## src/rtl/wb_queue_stage_pkg.sv

```systemverilog
// Shared constants for the 8051 write-back queue: SFR addresses, flag bit
// order {ov, ac, cy} and the bit positions of each queue entry field.
package wb_queue_stage_pkg;

    // SFR map
    localparam logic [7:0] PSW_ADDR_DEF = 8'hD0;
    localparam logic [7:0] SFR_BASE_DEF = 8'h80;

    // PSW flag bits inside the 3-bit flags vector {ov, ac, cy}
    localparam int unsigned FLAGS_W  = 3;
    localparam int unsigned FLAG_CY  = 0;
    localparam int unsigned FLAG_AC  = 1;
    localparam int unsigned FLAG_OV  = 2;

    // Entry layout, LSB first: is_sfr, flag_we, we, flags, data, addr
    localparam int unsigned IS_SFR_POS  = 0;
    localparam int unsigned FLAG_WE_POS = 1;
    localparam int unsigned WE_POS      = 2;
    localparam int unsigned FLAGS_POS   = 3;
    localparam int unsigned DATA_POS    = FLAGS_POS + FLAGS_W;

    // Address field sits directly above the data field
    function automatic int unsigned addr_pos(input int unsigned data_w);
        return DATA_POS + data_w;
    endfunction

    // Total entry width for a given data/address width
    function automatic int unsigned entry_w(input int unsigned data_w, input int unsigned addr_w);
        return DATA_POS + data_w + addr_w;
    endfunction

endpackage

```

## src/rtl/wb_fifo.sv

```systemverilog
// In-order storage for the write-back queue: entry RAM, wrapping pointers,
// occupancy count and registered status flags. Full refuses pushes even
// when a pop happens in the same cycle.
module wb_fifo #(
    parameter int unsigned WIDTH = 8,
    parameter int unsigned DEPTH = 4
) (
    input  logic                         clk,
    input  logic                         rst_n,
    input  logic                         push,
    input  logic                         pop,
    input  logic [WIDTH-1:0]             wdata,
    output logic [WIDTH-1:0]             head,
    output logic [DEPTH*WIDTH-1:0]       mem_flat,
    output logic [$clog2(DEPTH)-1:0]     rd_ptr,
    output logic [$clog2(DEPTH):0]       count,
    output logic                         full,
    output logic                         empty,
    output logic                         ready
);

    localparam int unsigned PTR_W = $clog2(DEPTH);
    localparam int unsigned CNT_W = PTR_W + 1;

    logic [WIDTH-1:0] mem [DEPTH];
    logic [PTR_W-1:0] wr_ptr_q, rd_ptr_q;
    logic [CNT_W-1:0] count_q, count_d;
    logic             full_q, empty_q, ready_q;
    logic             do_push, do_pop;

    // Qualify requests against the registered status
    always_comb begin
        do_push = push && !full_q;
        do_pop  = pop && !empty_q;
        count_d = count_q;
        if (do_push && !do_pop) begin
            count_d = count_q + CNT_W'(1);
        end else if (do_pop && !do_push) begin
            count_d = count_q - CNT_W'(1);
        end
    end

    // Pointers, count and status registers
    always_ff @(posedge clk or negedge rst_n) begin
        if (!rst_n) begin
            wr_ptr_q <= '0;
            rd_ptr_q <= '0;
            count_q  <= '0;
            full_q   <= 1'b0;
            empty_q  <= 1'b1;
            ready_q  <= 1'b1;
        end else begin
            if (do_push) wr_ptr_q <= wr_ptr_q + PTR_W'(1);
            if (do_pop)  rd_ptr_q <= rd_ptr_q + PTR_W'(1);
            count_q <= count_d;
            full_q  <= (count_d == CNT_W'(DEPTH));
            empty_q <= (count_d == '0);
            ready_q <= (count_d != CNT_W'(DEPTH));
        end
    end

    // Entry storage; validity is tracked by the count, not the contents
    always_ff @(posedge clk) begin
        if (do_push) mem[wr_ptr_q] <= wdata;
    end

    // Flattened view of all slots for the forwarding lookup
    always_comb begin
        mem_flat = '0;
        for (int unsigned i = 0; i < DEPTH; i++) begin
            mem_flat[i*WIDTH +: WIDTH] = mem[i];
        end
    end

    assign head   = mem[rd_ptr_q];
    assign rd_ptr = rd_ptr_q;
    assign count  = count_q;
    assign full   = full_q;
    assign empty  = empty_q;
    assign ready  = ready_q;

endmodule

```

## src/rtl/wb_queue_stage.sv

```systemverilog
// 8051 write-back stage: registered in-order write queue draining to the
// RAM and SFR write ports, with PSW flag updates riding on their entry.
// Optional feature macro WB_FORWARD_EN builds the pending-write forwarding
// lookup; without it o_fwd_hit/o_fwd_data are tied to zero.
module wb_queue_stage
    import wb_queue_stage_pkg::*;
#(
    parameter int unsigned          DATA_W   = 8,
    parameter int unsigned          ADDR_W   = 8,
    parameter int unsigned          DEPTH    = 4,
    parameter logic [ADDR_W-1:0]    SFR_BASE = ADDR_W'(SFR_BASE_DEF),
    parameter logic [ADDR_W-1:0]    PSW_ADDR = ADDR_W'(PSW_ADDR_DEF)
) (
    input  logic                     i_clk,
    input  logic                     i_rst_n,
    input  logic                     i_valid,
    output logic                     o_ready,
    input  logic [ADDR_W-1:0]        i_addr,
    input  logic [DATA_W-1:0]        i_data,
    input  logic                     i_we,
    input  logic                     i_flag_we,
    input  logic [2:0]               i_flags,
    output logic                     o_ram_wr_valid,
    input  logic                     i_ram_wr_ready,
    output logic                     o_sfr_wr_valid,
    input  logic                     i_sfr_wr_ready,
    output logic [ADDR_W-1:0]        o_wr_addr,
    output logic [DATA_W-1:0]        o_wr_data,
    output logic                     o_psw_flags_we,
    output logic [2:0]               o_psw_flags,
    input  logic [ADDR_W-1:0]        i_fwd_addr,
    output logic                     o_fwd_hit,
    output logic [DATA_W-1:0]        o_fwd_data,
    output logic                     o_full,
    output logic                     o_empty,
    output logic [$clog2(DEPTH):0]   o_count
);

    localparam int unsigned PTR_W    = $clog2(DEPTH);
    localparam int unsigned CNT_W    = PTR_W + 1;
    localparam int unsigned ADDR_POS = addr_pos(DATA_W);
    localparam int unsigned ENTRY_W  = entry_w(DATA_W, ADDR_W);

    logic [ENTRY_W-1:0]       entry_in, head;
    logic [DEPTH*ENTRY_W-1:0] mem_flat;
    logic [PTR_W-1:0]         rd_ptr;
    logic [CNT_W-1:0]         count;
    logic                     full, empty, ready;
    logic                     push, pop;
    logic                     ram_valid, sfr_valid;

    logic                     h_we, h_flag_we, h_is_sfr;
    logic [FLAGS_W-1:0]       h_flags;
    logic [DATA_W-1:0]        h_data;
    logic [ADDR_W-1:0]        h_addr;

    // Pack an incoming request; requests with no write at all are dropped
    always_comb begin
        entry_in                                = '0;
        entry_in[IS_SFR_POS]                    = (i_addr >= SFR_BASE);
        entry_in[FLAG_WE_POS]                   = i_flag_we;
        entry_in[WE_POS]                        = i_we;
        entry_in[FLAGS_POS +: FLAGS_W]          = i_flags;
        entry_in[DATA_POS +: DATA_W]            = i_data;
        entry_in[ADDR_POS +: ADDR_W]            = i_addr;
        push = i_valid && ready && (i_we || i_flag_we);
    end

    wb_fifo #(
        .WIDTH (ENTRY_W),
        .DEPTH (DEPTH)
    ) u_fifo (
        .clk      (i_clk),
        .rst_n    (i_rst_n),
        .push     (push),
        .pop      (pop),
        .wdata    (entry_in),
        .head     (head),
        .mem_flat (mem_flat),
        .rd_ptr   (rd_ptr),
        .count    (count),
        .full     (full),
        .empty    (empty),
        .ready    (ready)
    );

    // Head dispatch: byte writes by address class, flag-only entries to PSW
    always_comb begin
        h_is_sfr  = head[IS_SFR_POS];
        h_flag_we = head[FLAG_WE_POS];
        h_we      = head[WE_POS];
        h_flags   = head[FLAGS_POS +: FLAGS_W];
        h_data    = head[DATA_POS +: DATA_W];
        h_addr    = head[ADDR_POS +: ADDR_W];

        ram_valid      = !empty && h_we && !h_is_sfr;
        sfr_valid      = !empty && !(h_we && !h_is_sfr);
        o_wr_addr      = '0;
        o_wr_data      = '0;
        if (!empty) begin
            o_wr_addr = h_we ? h_addr : PSW_ADDR;
            o_wr_data = h_we ? h_data : '0;
        end
        pop            = (ram_valid && i_ram_wr_ready) || (sfr_valid && i_sfr_wr_ready);
        o_psw_flags_we = pop && h_flag_we;
        o_psw_flags    = o_psw_flags_we ? h_flags : 3'b000;
    end

`ifdef WB_FORWARD_EN
    // Youngest pending byte write to the lookup address wins
    always_comb begin
        logic [PTR_W-1:0]   slot;
        logic [ENTRY_W-1:0] ent;
        o_fwd_hit  = 1'b0;
        o_fwd_data = '0;
        for (int unsigned i = 0; i < DEPTH; i++) begin
            slot = rd_ptr + PTR_W'(i);
            ent  = mem_flat[32'(slot)*ENTRY_W +: ENTRY_W];
            if ((32'(i) < 32'(count)) && ent[WE_POS] &&
                (ent[ADDR_POS +: ADDR_W] == i_fwd_addr)) begin
                o_fwd_hit  = 1'b1;
                o_fwd_data = ent[DATA_POS +: DATA_W];
            end
        end
    end
`else
    // Forwarding not built: earlier stages must stall on hazards
    logic unused_fwd;
    assign unused_fwd = ^{i_fwd_addr, mem_flat, rd_ptr};
    assign o_fwd_hit  = 1'b0;
    assign o_fwd_data = '0;
`endif

    assign o_ready        = ready;
    assign o_full         = full;
    assign o_empty        = empty;
    assign o_count        = count;
    assign o_ram_wr_valid = ram_valid;
    assign o_sfr_wr_valid = sfr_valid;

endmodule

```

## config.mk

```make
export PLATFORM = sky130hd
export DESIGN_NAME = wb_queue_stage
export DESIGN_NICKNAME = d
export VERILOG_FILES = /design/src/rtl/wb_queue_stage_pkg.sv /design/src/rtl/wb_fifo.sv /design/src/rtl/wb_queue_stage.sv
export SDC_FILE = /design/constraint.sdc
export NUM_CORES = 1
export LEC_CHECK = 0
export ABC_CLOCK_PERIOD_IN_PS = 2420
export CAP_MARGIN = 20
export CORE_UTILIZATION = 52
export DETAILED_ROUTE_END_ITERATION = 12
export PLACE_DENSITY = 0.79
export SLEW_MARGIN = 10
export SYNTH_ARGS = -nofsm -noshare
export SYNTH_HDL_FRONTEND = slang
export SYNTH_SLANG_ARGS = --single-unit
```

## constraint.sdc

```tcl
create_clock -name i_clk -period 2.42 [get_ports i_clk]
set_input_delay 0.363 -clock i_clk [delete_from_list [all_inputs] [get_ports i_clk]]
set_output_delay 0.363 -clock i_clk [all_outputs]
set_load 0.005 [all_outputs]
```

=== Word-level counts from Yosys, hierarchy flattened ===
Memory sizes are Yosys's and may differ from the RTL's.
Cells that the tools add are included.

* Bits in registers: 10
* Bits in writable memories: 88
* Bits of input ports: 34
* Output and inout port bits: 37
* Word-level logic and storage cells: 45
* Memories: 1

{| class="wikitable"
|+ Memory list
! name !! words !! width !! rd ports !! clocked after Yosys merged registers in !! wr ports !! line !! source
|-
| u_fifo.mem || 4 || 22 || 1 || 0 || 1 || wb_fifo.sv:25 || <nowiki>logic [WIDTH-1:0] mem [DEPTH];</nowiki>
|}

* Add/subtract/negate cells: 4
* Magnitude comparators: 1
* Eq/ne operators: 2
* Mux-type cells: 9
* Reduce and logical (&&, ||, !) cells: 22

{| class="wikitable"
|+ Operator list
! operator !! number
|-
| two-way mux 8 bit || 4
|-
| logical AND 1 bit || 13
|-
| two-way mux 3 bit || 3
|-
| greater-or-equal comparator 8 bit, second input constant || 1
|-
| logical NOT 1 bit || 6
|-
| adder 2 x 1 -> 2 bit, second input constant || 2
|-
| adder 3 x 1 -> 3 bit, second input constant || 1
|-
| == test 3 bit, second input constant || 1
|-
| logical NOT 3 bit || 1
|-
| != test 3 bit, second input constant || 1
|-
| subtractor 3 x 1 -> 3 bit, second input constant || 1
|-
| logical OR 1 bit || 2
|-
| two-way mux 1 bit || 2
|}

=== Logic depth before layout (Yosys ltp) ===
Gate-level depths: netlist of the first run.
An unclocked memory read counts as a cell.

* Word-level depth: 12
* Mapped depth: 7
* Gate-level depth less buffers: 6

=== By module ===
Synthesis of the first run repeated with hierarchy kept, for this count alone.

* Cell total of the unflattened synthesis: 216
* Area, all modules: 4071.4 sq um

{| class="wikitable"
|+ By module, submodules not included
! module !! times used !! cells an instance !! area each (sq um)
|-
| wb_fifo || 1 || 170 || 3776.1
|-
| wb_queue_stage || 1 || 46 || 295.3
|}

=== Worst setup path before layout of the first run ===
No wires, ideal clock.

* Path kind: reg2reg
* Start: reg u_fifo.rd_ptr_q[0], in the netlist u_fifo.rd_ptr[0]
* End: reg u_fifo.ready_q, in the netlist u_fifo.ready
* Setup time: 0.077 ns
* Arrival time: 2.059 ns
* Path slack: 0.284 ns
* Cell stages (with the launch flop): 8
* Period minus slack after synthesis: 2.136 ns
* Path through: dfrtp_1 > buf_6 > mux4_2 > nor2b_4 > buf_6 > mux2i_4 > mux2_2 > a21bo_2

* Longest elaborated chain between the ends: 12
* Elaborated cells between the ends (all ways): 17
* Classes of those cells: eq/ne: 1; mux: 2; reduce/logical: 13; memory: 1

{| class="wikitable"
|+ RTL lines
! what !! line !! source
|-
| from (decl) || wb_fifo.sv:26 || <nowiki>logic [PTR_W-1:0] wr_ptr_q, rd_ptr_q;</nowiki>
|-
| from (signal assigned) || wb_fifo.sv:54 || <nowiki>if (do_pop) rd_ptr_q <= rd_ptr_q + PTR_W'(1);</nowiki>
|-
| memory read (4 x 22 bit) (*) || n/a ||
|-
| logical NOT 1 bit || wb_queue_stage.sv:96, wb_queue_stage.sv:97 ||
|-
| logical AND 1 bit || wb_queue_stage.sv:97 || <nowiki>sfr_valid = !empty && !(h_we && !h_is_sfr);</nowiki>
|-
| logical NOT 1 bit || wb_queue_stage.sv:97 ||
|-
| logical AND 1 bit || wb_queue_stage.sv:97 ||
|-
| logical AND 1 bit || wb_queue_stage.sv:104 || <nowiki>pop = (ram_valid && i_ram_wr_ready) || (sfr_valid && i_sfr_wr_ready);</nowiki>
|-
| logical OR 1 bit (*) || wb_queue_stage.sv:104 ||
|-
| logical AND 1 bit (*) || wb_fifo.sv:34 || <nowiki>do_pop = pop && !empty_q;</nowiki>
|-
| logical AND 1 bit or logical NOT 1 bit (tied branches) || wb_fifo.sv:38, wb_fifo.sv:36 ||
|-
| two-way mux 3 bit or logical AND 1 bit (tied branches) || wb_fifo.sv:38, wb_fifo.sv:36 ||
|-
| two-way mux 3 bit (*) || wb_fifo.sv:36 || <nowiki>if (do_push && !do_pop) begin</nowiki>
|-
| != test 3 bit (*) || wb_fifo.sv:58 || <nowiki>ready_q <= (count_d != CNT_W'(DEPTH));</nowiki>
|-
| to (signal assigned) || wb_fifo.sv:58 ||
|-
| to (decl) || wb_fifo.sv:28 || <nowiki>logic full_q, empty_q, ready_q;</nowiki>
|}

Every way passes the cells marked *; elsewhere a longest branch is shown, timed or not.
A chain may end at the register's enable or synchronous reset.

=== Worst setup path in the final report of the first run ===
* Start: reg u_fifo.rd_ptr_q[0], in the netlist u_fifo.rd_ptr[0]
* End: out o_psw_flags[2]

* Longest elaborated chain between the ends: 9
* Elaborated cells between the ends (all ways): 12
* Classes of those cells: mux: 1; reduce/logical: 10; memory: 1

{| class="wikitable"
|+ RTL lines
! what !! line !! source
|-
| memory read (4 x 22 bit) (*) || n/a ||
|-
| logical NOT 1 bit || wb_queue_stage.sv:96, wb_queue_stage.sv:97 ||
|-
| logical AND 1 bit || wb_queue_stage.sv:97 ||
|-
| logical NOT 1 bit || wb_queue_stage.sv:97 ||
|-
| logical AND 1 bit || wb_queue_stage.sv:97 ||
|-
| logical AND 1 bit || wb_queue_stage.sv:104 ||
|-
| logical OR 1 bit || wb_queue_stage.sv:104 ||
|-
| logical AND 1 bit || wb_queue_stage.sv:105 || <nowiki>o_psw_flags_we = pop && h_flag_we;</nowiki>
|-
| two-way mux 3 bit (*) || wb_queue_stage.sv:106 || <nowiki>o_psw_flags = o_psw_flags_we ? h_flags : 3'b000;</nowiki>
|-
| to (decl) || wb_queue_stage.sv:30 || <nowiki>output logic [2:0] o_psw_flags,</nowiki>
|}

Marked as above.

==> results of run 1 <==
==> registers in the layout, summed over array words and instances (netlist names) <==
signal,cells
u_fifo.mem,88
u_fifo.count,3
u_fifo.rd_ptr,2
u_fifo.wr_ptr_q,2
u_fifo.empty,1
u_fifo.full,1
u_fifo.ready,1
==> worst register-to-register path: stages (launching register included) <==
cell,delay (ps)
dfrtp_2,430
mux4_2,540
nor2b_4,180
mux2i_4,330
buf_6,140
buf_4,140
mux2_4,330
a21bo_2,190
==> power by group through the flow <==
stage | sequential [mW] | clock (mW) | combinational [mW]
CTS | 2.28 | 1.11 | 2.25
floorplan | 2.28 | 0 | 1.35
finish | 2.29 | 1.09 | 2.49
detailed placement | 2.32 | 0 | 2.27
global route | 2.32 | 1.17 | 2.71
global placement | 2.30 | 0 | 2.22
==> path summary, 6_finish.rpt <==
path | startpoint | to | depth (start not counted)
max | u_fifo.rd_ptr[0]$_DFFE_PN0P_ | o_psw_flags[2] | 6
min | i_rst_n | u_fifo.rd_ptr[1]$_DFFE_PN0P_ | 1
max reg2reg | u_fifo.rd_ptr[0]$_DFFE_PN0P_ | u_fifo.ready$_DFF_PN1_ | 7
min reg2reg | u_fifo.wr_ptr_q[1]$_DFFE_PN0P_ | u_fifo.wr_ptr_q[1]$_DFFE_PN0P_ | 2
max in group asynchronous | i_rst_n | u_fifo.rd_ptr[0]$_DFFE_PN0P_ | 1
min in group i_clk | i_data[4] | u_fifo.mem[1][10]$_DFFE_PP_ | 1
==> final cells by class <==
type | instances | area (um^2) | area share, %
inverter | 9 | 33.78 | 0.6534
clock inverter | 3 | 46.29 | 0.8954
tap | 99 | 123.9 | 2.396
timing repair buffer | 84 | 770.7 | 14.91
sequential | 98 | 2897 | 56.03
clock buffer | 13 | 168.9 | 3.267
multi-input combinational | 104 | 1130 | 21.85
==> cells by family after synthesis <==
group                      count (synthesis)  share of synthesized area (%)
xor gates and xnor gates                   7                          1.500
buffers and inverters                     26                          3.613
and+or+nand+nor                           41                          5.940
AOI/OAI and AO/OA                         10                          1.592
DFF                                       98                          70.85
muxes                                     28                          14.05
adders and majority gates                  8                          2.358
other                                      1                        0.09177
==> Yosys cell counts <==
| library cell | number |
|---|---|
| a21bo_2 | 1 |
| a21boi_0 | 1 |
| a21oi_1 | 4 |
| and2_1 | 4 |
| and3_1 | 3 |
| buf_2 | 1 |
| buf_4 | 9 |
| buf_6 | 2 |
| clkbuf_1 | 5 |
| conb_1 | 1 |
| dfrtp_1 | 8 |
| dfstp_2 | 2 |
| edfxtp_1 | 88 |
| ha_1 | 6 |
| inv_1 | 9 |
| maj3_1 | 1 |
| maj3_2 | 1 |
| mux2_2 | 1 |
| mux2_4 | 1 |
| mux2i_1 | 3 |
| mux2i_4 | 1 |
| mux4_2 | 22 |
| nand2_1 | 5 |
| nand2b_1 | 2 |
| nand3_1 | 1 |
| nand4_1 | 1 |
| nor2_1 | 3 |
| nor2b_1 | 14 |
| nor2b_4 | 1 |
| nor3_1 | 1 |
| nor4_1 | 2 |
| o21ai_0 | 2 |
| o21bai_1 | 1 |
| o311a_1 | 1 |
| or2_2 | 2 |
| or2b_1 | 1 |
| or3_1 | 1 |
| xnor2_1 | 6 |
| xor2_1 | 1 |
==> what timing repair did <==
action                     4_1_cts  5_1_grt
resized for setup               42       36
setup endpoints to repair       22       22
pin swaps                        4        1
setup buffers                    5        6
gates cloned                     0        1
==> metal layers <==
layer	wire, um	vias up	GRT usage, %
li1	-	989	-
met1	3122	1117	23.84
met2	3888	75	33.14
met3	317	6	4.545
met4	79	0	7.124
met5	0	-	0
==> per-stage QoR <==
stage	setup WS, ps	hold WS (ps)	cells
after CTS	-196.9	350.6	404
after global placement	-88.33	609.3	384
after floorplan	283.7	67.41	227
after detailed placement	-155.0	639.7	384
final	-174.6	342.2	410
after global routing	-253.2	367.9	410
==> results.sh, run 1 <==
export IMPL_fin_area_um2=5170
export IMPL_firstDrtPassIters=4
export IMPL_path_buf_inv=2
export IMPL_critPathLaunchType="register"
export IMPL_rows=31
export IMPL_r2r_slack_ps=80
export IMPL_cts_reportedPaths_clkPinSlew_ps=90
export IMPL_power_switching_share_pct=29.61
export IMPL_area_growth_pct=26.52
export IMPL_p_per_area_nw_per_um2=1135
export IMPL_synth_area_top_cells="edfxtp_1, mux4_2, dfrtp_1"
export IMPL_min_period_ps=2595
export IMPL_ir_drop_uv=804.0
export IMPL_p_clk_share_pct=18.6
export IMPL_antenna_found_initial=0
export IMPL_root_buffer="clkbuf_8"
export IMPL_hpwl_um=4682
export IMPL_nets=346
export IMPL_fin_skew_ps=9.078
export IMPL_grt_pass1_vias=2268
export IMPL_p_switching_mw=1.738
export IMPL_mostFrequentLayoutCells="edfxtp_1, clkdlybuf4s50_1, mux4_2"
export IMPL_grt_max_degree=17
export IMPL_die_y_um=90.65
export IMPL_ant_nets=0
export IMPL_drive_gt1_share_pct=31.83
export IMPL_cts_sinks=98
export IMPL_final_util_pct=69.79
export IMPL_finalPower_mw=5.867
export IMPL_io_pins=71
export IMPL_crit_type="reg2out"
export IMPL_drt_total_wl_um=7407
export IMPL_dieWidth_um=90.65
export IMPL_routabilityCongestion=0.7764
export IMPL_max_cap_viol_count=0
export IMPL_cts_max_path_buffers=2
export IMPL_fillers=483
export IMPL_initial_utilization_pct=55.16
export IMPL_vias=2187
export IMPL_fmax_ghz=0.3854
export IMPL_slowest_delay_ps=540
export IMPL_ys_seq_area_share_pct=70.85
export IMPL_violations="setup timing"
export IMPL_holdBufCountCts=0
export IMPL_placed_area_um2=4835
export IMPL_ys_seq_elements=98
export IMPL_syn_area_per_cell_um2=18.66
export IMPL_status="finished with violations"
export IMPL_p_int_mw=4.130
export IMPL_io_buffers=53
export IMPL_grtUsageTotal_pct=19.29
export IMPL_die_area_um2=8217
export IMPL_setup_viol=6
export IMPL_overflow=0
export IMPL_critPathSlowestCell="mux4_2"
export IMPL_cp_end_kind="output pin"
export IMPL_vias_per_cell=5.334
export IMPL_drtIter0Drc=156
export IMPL_clk_latency_ps=350
export IMPL_comb_power_share_pct=42.4
export IMPL_grt_pass1_wl_um=11610
export IMPL_hold_violations=0
export IMPL_synth_top_cell_by_area="edfxtp_1"
export IMPL_yosysTopAreaCellShare_pct=64.67
export IMPL_worstPathRequired_ps=2060
export IMPL_cp_arrival_ps=2230
export IMPL_crit_chain="mux4_2, nor2b_4, mux2i_4, buf_6, and3_4, buf_6"
export IMPL_relSlewSlack_pct=66.44
export IMPL_cts_buffers=9
export IMPL_crit_top_cell="buf_6"
export IMPL_cp_top_family="multiplexers"
export IMPL_fin_setup_tns_ps=-811.5
export IMPL_cts_tree="yes"
export IMPL_setup_ws_ps=-174.6
export IMPL_core_um2=7408
export IMPL_p_leak_nw=1.876
export IMPL_netlist_area_um2=4086
export IMPL_netlist_instances=219
export IMPL_pwr_share_seq_pct=39.0
export IMPL_cp_max_fo=4
export IMPL_layout_commonest_cell="edfxtp_1"
export IMPL_yosys_warnings=0
export IMPL_antenna_cells=0
export IMPL_rsz0062_at_grt="true"
export IMPL_finalCritPeriodShare_pct=107.2
export IMPL_h_tree_depth=3
export IMPL_finalMaxSlewViolations=0
export IMPL_drc=0
export IMPL_hp_class="in2async"
export IMPL_wl_per_cell_um=18.07
export IMPL_max_slew_worst_pin_slew_ps=501.8
export IMPL_synthDistinctLibCells=39
(Power assumes the default switching activity.)
==> run 2: changes to the inputs <==
- PLACE_DENSITY: 0.79 -> unset
- PLACE_DENSITY_LB_ADDON: unset -> 0.05
- SKIP_LAST_GASP: unset -> 1
==> results.sh, run 2 (synthesis results as in run 1) <==
export IMPL_critPathLaunchType="register"
export IMPL_hp_class="in2async"
export IMPL_ant_nets=0
export IMPL_worstReg2RegEnd="u_fifo.count[1]$_DFF_PN0_"
export IMPL_reg2regPathDepth=9
export IMPL_max_cap_viol_count=0
export IMPL_grt_pass1_vias=2225
export IMPL_die_area_um2=8217
export IMPL_layout_cells_non_filler=411
export IMPL_grt_pass1_wl_um=11350
export IMPL_holdBufCountCts=0
export IMPL_crit_type="reg2out"
export IMPL_layout_commonest_cell="edfxtp_1"
export IMPL_vias_per_cell=5.153
export IMPL_hpwl_um=4514
export IMPL_antenna_cells=0
export IMPL_p_leak_nw=1.887
export IMPL_path_buf_inv=5
export IMPL_drtIter0Drc=98
export IMPL_rsz0062_at_grt="true"
export IMPL_area_growth_pct=26.42
export IMPL_cts_buffers=9
export IMPL_firstDrtPassIters=4
export IMPL_reg2reg_from="u_fifo.rd_ptr[0]$_DFFE_PN0P_"
export IMPL_largest_register_ffs=88
export IMPL_die_y_um=90.65
export IMPL_status="finished with violations"
export IMPL_place_ws_ps=-38.20
export IMPL_fillers=495
export IMPL_io_buffers=53
export IMPL_min_period_ps=2515
export IMPL_p_per_area_nw_per_um2=1133
export IMPL_drive_gt1_share_pct=35.26
export IMPL_violations="setup timing"
export IMPL_wl_met3_um=212
export IMPL_critPathSlowestCell="dfrtp_2"
export IMPL_drc=0
export IMPL_h_tree_depth=3
export IMPL_top_layer="met4"
export IMPL_hold_violations=0
export IMPL_finalCritPeriodShare_pct=103.9
export IMPL_cts_max_path_buffers=2
export IMPL_clk_latency_ps=350
export IMPL_setup_viol=9
export IMPL_nets=347
export IMPL_core_um2=7408
export IMPL_route_met2_wl_um=3617
export IMPL_grt_max_degree=23
export IMPL_cp_top_family="buffers and inverters"
export IMPL_overflow=0
export IMPL_placed_area_um2=4822
export IMPL_fin_area_um2=5166
export IMPL_routabilityCongestion=0.7612
export IMPL_root_buffer="clkbuf_8"
export IMPL_worstPathRequired_ps=2060
export IMPL_cp_end_kind="output pin"
export IMPL_dieWidth_um=90.65
export IMPL_wl_met1_um=3311
export IMPL_io_pins=71
export IMPL_place_inst=379
export IMPL_grtUsageTotal_pct=18.70
export IMPL_setup_ws_ps=-94.90
export IMPL_finalMaxSlewViolations=0
export IMPL_crit_chain="buf_6, mux4_2, or2b_1, buf_12, buf_12, buf_4, nor2b_4, clkbuf_2"
export IMPL_mostFrequentLayoutCells="edfxtp_1, clkdlybuf4s50_1, mux4_2"
export IMPL_antenna_found_initial=0
export IMPL_crit_top_cell="buf_12"
export IMPL_cts_sinks=98
export IMPL_vias=2118
export IMPL_ir_drop_uv=544.9
export IMPL_fin_skew_ps=11.36
export IMPL_drt_total_wl_um=7197
export IMPL_fmax_ghz=0.3976
export IMPL_wl_per_cell_um=17.51
export IMPL_cp_arrival_ps=2150
export IMPL_regMostFlops="u_fifo.mem"
export IMPL_r2r_slack_ps=50
export IMPL_slowest_delay_ps=440
export IMPL_cts_reportedPaths_clkPinSlew_ps=90
export IMPL_cp_max_fo=8
export IMPL_initial_utilization_pct=55.16
export IMPL_rows=31
export IMPL_cts_tree="yes"
export IMPL_whs_ps=342.2
[run 2: how the worst max path moves through the flow]
stage	depth (start not counted)	startpoint	end	slack, ps
after global placement	6	u_fifo.rd_ptr[0]$_DFFE_PN0P_	o_psw_flags[0]	-5
after detailed placement	6	u_fifo.rd_ptr[0]$_DFFE_PN0P_	o_psw_flags[0]	-40
after global routing	8	u_fifo.rd_ptr[0]$_DFFE_PN0P_	o_wr_data[6]	-170
after CTS	7	u_fifo.rd_ptr[0]$_DFFE_PN0P_	o_psw_flags[0]	-200
final	8	u_fifo.rd_ptr[0]$_DFFE_PN0P_	o_wr_data[6]	-90
after floorplan	7	u_fifo.rd_ptr[0]$_DFFE_PN0P_	u_fifo.ready$_DFF_PN1_	280
[run 2: power by group]
group | switching, mW | leakage (nW) | total, mW | internal (mW)
sequential | 0.126 | 0.917 | 2.28 | 2.15
combinational | 1.12 | 0.883 | 2.66 | 1.54
clock | 0.537 | 0.0861 | 0.913 | 0.375
total | 1.78 | 1.89 | 5.85 | 4.07
[run 2: per-layer routing]
| metal | vias to the layer above | track usage, % |
|---|---|---|
| li1 | 997 | - |
| met1 | 1072 | 24.87 |
| met2 | 43 | 31.06 |
| met3 | 6 | 3.283 |
| met4 | 0 | 6.855 |
| met5 | - | 0 |
[run 2: per-stage QoR]
| step | utilization, % | TNS, ps | power, mW |
|---|---|---|---|
| after CTS | 67.94 | -1087 | 5.577 |
| after global routing | 69.73 | -1802 | 6.177 |
| after global placement | 65.09 | -10.85 | 4.591 |
| final | 69.73 | -685.8 | 5.852 |
| after detailed placement | 65.09 | -102.9 | 4.630 |
| after floorplan | - | 0 | 3.625 |
[run 2: layout make-up]
type	count	area, um^2	share of cell area [%]
Sequential cell	98	2897	56.07
Multi-Input combinational cell	103	1159	22.43
Timing Repair Buffer	86	787.0	15.23
Clock buffer	10	127.6	2.470
Tap cell	99	123.9	2.398
Clock inverter	6	38.79	0.7508
Inverter	9	33.78	0.6539
[run 2: what timing repair did]
action                                  4_1_cts  5_1_grt
pin swaps                                     3        0
gates resized for setup                      65       38
endpoints found under the setup margin       22       25
buffers inserted                              7       11
==> run 3: changes to the inputs <==
- CORE_UTILIZATION: 52 -> 54
- CTS_BUF_LIST: unset -> sky130_fd_sc_hd__clkbuf_8
==> results.sh, run 3 (synthesis results as in run 1) <==
export IMPL_multi_input_area_um2=1130
export IMPL_finalMaxSlewViolations=0
export IMPL_layout_cells_non_filler=417
export IMPL_grt_pass1_wl_um=11050
export IMPL_finalPower_mw=6.148
export IMPL_regMostFlops="u_fifo.mem"
export IMPL_fmax_ghz=0.3882
export IMPL_vias_per_cell=5.237
export IMPL_cts_reportedPaths_clkPinSlew_ps=100
export IMPL_cp_end_kind="output pin"
export IMPL_place_inst=385
export IMPL_routabilityCongestion=0.7327
export IMPL_fin_setup_tns_ps=-1144
export IMPL_io_buffers=53
export IMPL_die_area_um2=7919
export IMPL_wl_per_cell_um=18.14
export IMPL_p_leak_nw=1.942
export IMPL_cts_sinks=98
export IMPL_largest_register_ffs=88
export IMPL_ir_drop_uv=597.0
export IMPL_root_buffer="clkbuf_8"
export IMPL_setup_ws_ps=-156.2
export IMPL_cp_max_fo=3
export IMPL_mostFrequentLayoutCells="edfxtp_1, clkdlybuf4s50_1, buf_4"
export IMPL_grt_pass1_vias=2151
export IMPL_final_util_pct=72.29
export IMPL_crit_type="reg2out"
export IMPL_core_um2=7292
export IMPL_worstPathRequired_ps=2060
export IMPL_antenna_cells=0
export IMPL_setup_viol=16
export IMPL_reg2regPathDepth=9
export IMPL_max_cap_viol_count=0
export IMPL_place_ws_ps=-73.71
export IMPL_die_y_um=88.99
export IMPL_clk_latency_ps=350
export IMPL_finalCritPeriodShare_pct=106.5
export IMPL_cts_tree="yes"
export IMPL_hp_class="in2async"
export IMPL_cts_max_path_buffers=2
export IMPL_grt_max_degree=21
export IMPL_fin_skew_ps=11.84
export IMPL_layout_commonest_cell="edfxtp_1"
export IMPL_drt_total_wl_um=7565
export IMPL_critPathLaunchType="register"
export IMPL_h_tree_depth=3
export IMPL_status="finished with violations"
export IMPL_antenna_found_initial=0
export IMPL_area_growth_pct=29.00
export IMPL_vias=2184
export IMPL_overflow=0
export IMPL_p_per_area_nw_per_um2=1166
export IMPL_cts_buffers=9
export IMPL_dieWidth_um=88.99
export IMPL_rsz0062_at_grt="true"
export IMPL_cp_arrival_ps=2210
export IMPL_initial_utilization_pct=56.04
export IMPL_ant_nets=0
export IMPL_drc=0
export IMPL_fillers=493
export IMPL_min_period_ps=2576
export IMPL_io_pins=71
export IMPL_drive_gt1_share_pct=37.42
export IMPL_violations="setup timing"
export IMPL_rows=31
export IMPL_firstDrtPassIters=4
export IMPL_hold_violations=0
export IMPL_nets=353
export IMPL_drtIter0Drc=108
export IMPL_regArea_um2=2897
export IMPL_grtUsageTotal_pct=20.07
export IMPL_hpwl_um=4667
export IMPL_holdBufCountCts=0
run 3: timing repair:
| item | in CTS | in global routing |
|---|---|---|
| setup endpoints to repair | 22 | 25 |
| gates resized for setup | 51 | 48 |
| endpoints found under the hold margin | 0 | 0 |
| gates cloned | 1 | 1 |
| setup buffers | 5 | 10 |
| pin swaps | 4 | 1 |
run 3: metal layers:
layer	GRT usage (%)	vias up	share of wire, %
li1	-	1016	-
met1	27.34	1092	45
met2	32.31	68	50
met3	3.693	8	3.6
met4	8.658	0	1.4
met5	0	-	0
run 3: worst paths after layout:
path | start | end | slack, ps
max in group asynchronous | i_rst_n | u_fifo.rd_ptr[0]$_DFFE_PN0P_ | 1740
worst max register to register | u_fifo.rd_ptr[0]$_DFFE_PN0P_ | u_fifo.count[1]$_DFF_PN0_ | 40
worst min-delay path | i_rst_n | u_fifo.count[0]$_DFF_PN0_ | 330
min in group i_clk | i_addr[2] | u_fifo.mem[0][16]$_DFFE_PP_ | 640
worst max-delay path | u_fifo.rd_ptr[0]$_DFFE_PN0P_ | o_psw_flags[1] | -160
worst min register to register | u_fifo.wr_ptr_q[0]$_DFFE_PN0P_ | u_fifo.wr_ptr_q[0]$_DFFE_PN0P_ | 650
run 3: area by class of cell:
type                            count  share of cell area [%]
Clock inverter                      7                   1.899
Multi-Input combinational cell    103                   21.43
Clock buffer                        9                   2.350
Tap cell                           99                   2.350
Sequential cell                    98                   54.95
Timing Repair Buffer               92                   16.38
Inverter                            9                  0.6409
run 3: critical path, stage by stage, from the launching register on:
cell and delay, ps:
dfrtp_2 410, mux4_2 550, nor2b_4 180, mux2i_4 310, buf_6 140, and3_4 180, buf_6 90
run 3: report_power, final:
part           total, mW  leakage [nW]  internal (mW)  switching, mW
clock network       1.16         0.110          0.594          0.570
logic               2.70         0.916           1.59           1.11
registers           2.28         0.917           2.15          0.131
run 3: metrics by stage:
step           hold slack (ps)  cell area (um^2)
6_report                 329.2              5271
5_1_grt                  361.1              5271
4_1_cts                  334.3              5154
3_5_place_dp             635.9              4842
3_3_place_gp             615.2              4842
2_1_floorplan            67.41              4116
